File: config.mk
export PLATFORM = sky130hd
export DESIGN_NAME = irq_controller
export DESIGN_NICKNAME = d
export VERILOG_FILES = /design/src/rtl/irq_controller.sv
export SDC_FILE = /design/constraint.sdc
export NUM_CORES = 1
export LEC_CHECK = 0
export ABC_AREA = 1
export ABC_CLOCK_PERIOD_IN_PS = 3500
export CELL_PAD_IN_SITES_DETAIL_PLACEMENT = 1
export CELL_PAD_IN_SITES_GLOBAL_PLACEMENT = 1
export CORE_UTILIZATION = 25
export CTS_CLUSTER_SIZE = 40
export DETAILED_ROUTE_END_ITERATION = 6
export GPL_TIMING_DRIVEN = 1
export PLACE_DENSITY = 0.89
export SLEW_MARGIN = 30
export SYNTH_ARGS = -nofsm -noshare
export SYNTH_HDL_FRONTEND = slang
export SYNTH_SLANG_ARGS = --single-unit
File: constraint.sdc
create_clock -name clk -period 3.5 [get_ports clk]
set_input_delay 1.05 -clock clk [delete_from_list [all_inputs] [get_ports clk]]
set_output_delay 1.05 -clock clk [all_outputs]
set_load 0.02 [all_outputs]
File: src/rtl/irq_controller.sv
// Fixed-priority interrupt sequencer: synchronises edge events into pending bits and redirects the core at instruction boundaries.
// Take is combinational in the boundary cycle; pending is visible 3 edges after a raw rising edge; config reads are combinational.
module irq_controller #(
  parameter int              NSRC       = 4,
  parameter int              XLEN       = 32,
  parameter logic [XLEN-1:0] VEC_BASE   = 32'h0000_0100,
  parameter int              VEC_STRIDE = 4
) (
  input  logic            clk,
  input  logic            rst,
  input  logic [NSRC-1:0] irq_src,
  input  logic            instr_boundary,
  input  logic [XLEN-1:0] core_pc,
  input  logic            mret,
  output logic            irq_take,
  output logic [XLEN-1:0] irq_vector,
  output logic [XLEN-1:0] epc,
  output logic            in_service,
  input  logic            cfg_we,
  input  logic [1:0]      cfg_addr,
  input  logic [XLEN-1:0] cfg_wdata,
  output logic [XLEN-1:0] cfg_rdata
);

  localparam int CW = (NSRC > 1) ? $clog2(NSRC) : 1;

  localparam logic [0:0] IDLE    = 1'b0;
  localparam logic [0:0] SERVICE = 1'b1;

  logic [NSRC-1:0] sync1, sync2, hist;
  logic [NSRC-1:0] pending, pending_nxt, enable, eligible, rise;
  logic [CW-1:0]   cause, sel;
  logic [0:0]      state, state_nxt;
  logic            unused_wdata;

  assign unused_wdata = ^cfg_wdata[XLEN-1:NSRC];

  assign rise     = sync2 & ~hist;
  assign eligible = pending & enable;

  // Lowest index wins, so scan from the top and let lower hits overwrite.
  always_comb begin
    sel = '0;
    for (int i = NSRC - 1; i >= 0; i--) begin
      if (eligible[i]) sel = CW'(i);
    end
  end

  assign in_service = (state == SERVICE);
  assign irq_take   = (state == IDLE) && instr_boundary && (|eligible);
  assign irq_vector = VEC_BASE + XLEN'(sel) * XLEN'(VEC_STRIDE);

  // A fresh edge beats a W1C of the same bit, but the bit being taken is always consumed.
  always_comb begin
    pending_nxt = pending;
    if (cfg_we && cfg_addr == 2'd1) pending_nxt = pending_nxt & ~cfg_wdata[NSRC-1:0];
    pending_nxt = pending_nxt | rise;
    if (irq_take) pending_nxt[sel] = 1'b0;
  end

  always_comb begin
    state_nxt = state;
    if (state == IDLE) begin
      if (irq_take) state_nxt = SERVICE;
    end else begin
      if (mret) state_nxt = IDLE;
    end
  end

  always_ff @(posedge clk) begin
    if (!rst) begin
      sync1   <= '0;
      sync2   <= '0;
      hist    <= '0;
      pending <= '0;
      enable  <= '0;
      epc     <= '0;
      cause   <= '0;
      state   <= IDLE;
    end else begin
      sync1   <= irq_src;
      sync2   <= sync1;
      hist    <= sync2;
      pending <= pending_nxt;
      state   <= state_nxt;
      if (cfg_we && cfg_addr == 2'd0) enable <= cfg_wdata[NSRC-1:0];
      if (irq_take) begin
        epc   <= core_pc;
        cause <= sel;
      end
    end
  end

  always_comb begin
    cfg_rdata = '0;
    case (cfg_addr)
      2'd0:    cfg_rdata[NSRC-1:0] = enable;
      2'd1:    cfg_rdata[NSRC-1:0] = pending;
      2'd2:    cfg_rdata = epc;
      default: cfg_rdata[CW-1:0] = cause;
    endcase
  end

endmodule

==> impl_metrics.tcl <==
set metrics [dict create \
    cts_resized 33 \
    synth-edff-count 0 \
    crit_type "input pin to primary output" \
    syn_area_per_cell_um2 6.99 \
    max_freq_ghz 0.292 \
    grt-ovfl-total 0 \
    drc 0 \
    path_max_fanout 13 \
    crit_chain "clkdlybuf4s50_1 > nand2_1 > buf_4 > nor2_1 > dlygate4sd2_1" \
    grtUsageTotal_pct 14.0 \
    critPathMaxStageDelay_ns 0.52 \
    postSynthCellCount 374 \
    routed_wl_um 7380 \
    clockBufferDepth 2 \
    grt_pass1_vias 2548 \
    required_ns 2.45 \
    clock_skew_ns 0.00710 \
    post-route-min-period_ns 3.42 \
    start_kind "input pin" \
    postCtsSetupRepairBufs 0 \
    dpl_cell_area_um2 3750 \
    antennaDiodeCount 0 \
    ys_ff_latch 55 \
    hold_ws_ns 0.423 \
    grt_max_degree 36 \
    layout_worst_path_cycle_share_pct 97.8 \
    yosys_warnings 0 \
    worst_slew_pin_slew_ns 0.807 \
    n_fill_cell 1262 \
    status "finished, final reports clean" \
    first_pass_iters 3 \
    htreeDepth 2 \
    num_rows 36 \
    setup_viol 0 \
    power.leakage_nw 1.78 \
    timing_hold_violations_final 0 \
    die_x_um 104 \
    relSlewSlack_pct 46.0 \
    core_area_um2 9950 \
    pwr-share-clk_pct 35.9 \
    cts.sinks 55 \
    layout-drive-gt1-share_pct 6.97 \
    start_util_pct 26.3 \
    die_h_um 104 \
    async_reset_ff_share_pct 0 \
    cts_hold_buffers 0 \
    cpMaxStageDelayCell "clkdlybuf4s50_1" \
    cellPowerDensity_nw_per_um2 354 \
    clk_latency_ns 0.30 \
    dp_hpwl_um 5960 \
    fin_nets 562 \
    min_path_type "register to register" \
    pwr-share-seq_pct 48.6 \
    rsz0062_at_grt "no" \
    ir_worst_vdd_mv 0.239 \
    switching_share_pct 24.5 \
    share_comb_of_total_power_pct 15.5 \
    seq_area_frac_synth_pct 42.1 \
    io_pins 173 \
    cp_data_arrival_time_ns 2.37 \
    numCtsBuffers 5 \
    area_growth_pct 47.2 \
    finalMaxSlewViolations 0 \
    fin_util_pct 38.6 \
    drv_cap 0 \
    yosysUniqueCellTypes 23 \
    place_congestion 0.780 \
    path_clk_slew_ns 0.09 \
    post-route-cell-area_um2 3850 \
    wl_per_cell_um 11.9 \
    port-buffer-count 114 \
    cts_tree "yes" \
    synth_area_um2 2610 \
    routed_via_density 4.07 \
    ant_nets 0 \
    root_buffer "clkbuf_8" \
    p_int_w 0.00103 \
    dieArea_um2 10900 \
    power_switching_w 0.000334 \
    vias 2525 \
    drt_iter0_markers 45 \
    cp-end-kind "primary output" \
    grt_pass1_wl_um 12200 \
    antenna_found_initial 0 \
    ys_dominant_reg_cell "dfxtp_1" \
]
power by group through the flow:
stage               logic (W)  clock network, W  registers, W
floorplan            0.000129                 0      0.000684
global placement     0.000210                 0      0.000674
detailed placement   0.000216                 0      0.000676
finish               0.000211          0.000489      0.000661
CTS                  0.000214          0.000507      0.000661
global route         0.000231          0.000536      0.000664
synthesized netlist by cell type, types with 2 or more instances:
master	number	share of area, %
a21oi_1	7	1.3
buf_2	4	0.77
buf_4	31	8.9
buf_6	6	2.6
clkbuf_1	4	0.57
conb_1	2	0.29
dfxtp_1	55	42
inv_1	56	8.0
nand2_1	43	6.2
nand2_2	3	0.72
nand2_4	2	0.86
nand3_1	7	1.3
nand4_1	2	0.48
nor2_1	104	15
nor2_2	5	1.2
o21ai_0	30	5.7
o21ai_1	6	1.1
or2_2	2	0.48
cell type report:
| type | count | area (um2) | share of cell area, % |
|---|---|---|---|
| tap | 133 | 166 | 4.33 |
| timing repair buffer | 123 | 1160 | 30.3 |
| clock inverter | 2 | 60.1 | 1.56 |
| multi-input combinational | 245 | 1070 | 27.8 |
| clock buffer | 6 | 72.6 | 1.89 |
| inverter | 57 | 214 | 5.56 |
| sequential | 55 | 1100 | 28.6 |
worst paths after layout:
path,from,to,slack [ns],cells past startpoint
worst max-delay path,cfg_addr[1],cfg_rdata[8],0.08,5
worst min-delay path,sync1[0]$_SDFF_PN0_,sync2[0]$_SDFF_PN0_,0.42,2
worst max register to register,pending[1]$_SDFF_PN0_,epc[4]$_SDFFE_PN0P_,1.90,5
worst min register to register,sync1[0]$_SDFF_PN0_,sync2[0]$_SDFF_PN0_,0.42,2
cells in the final DEF (no fill, tap or decap), types with 6 or more instances in the layout:
master             n
o21ai_1            6
dfxtp_1           55
dlygate4sd2_1     32
a21oi_1            7
o21ai_0           30
inv_1             56
nand2_1           43
nand3_1            7
nor2_1           104
buf_4              9
conb_1            30
clkdlybuf4s50_1   80
registers in the layout (all words and copies together), names as in the netlist:
register,count
hist,4
cause,2
epc,32
enable,4
in_service,1
sync2,4
pending,4
sync1,4
critical path, delay by kind of cell:
family	cells	cell delay, ns
buffers and inverters	3	1.08
and+or+nand+nor	2	0.23
logic make-up (layout without fill, tap and decap cells):
group,Yosys count,after routing,synth area share [%]
AOI/OAI and AO/OA,45,45,9.19
other,2,30,0.287
buffers and inverters,102,188,21.0
and+or+nand+nor,170,170,27.4
DFF,55,55,42.1
layer usage:
metal	track usage [%]	vias up	wire (um)
met5	0	-	0
met2	27.0	84	3900
met1	15.6	1162	3130
met4	3.16	0	57
li1	-	1275	-
met3	2.82	4	294
per-stage QoR:
step                setup slack [ns]  power (W)  cells  TNS (ns)
finish                        0.0773    0.00136    621         0
CTS                           0.0342    0.00138    621         0
floorplan                      0.710   0.000813    402         0
global route                 0.00770    0.00143    621         0
global placement              -0.170   0.000884    613     -3.49
detailed placement            -0.241   0.000892    613     -5.54
Power figures use the tool's default switching activity.
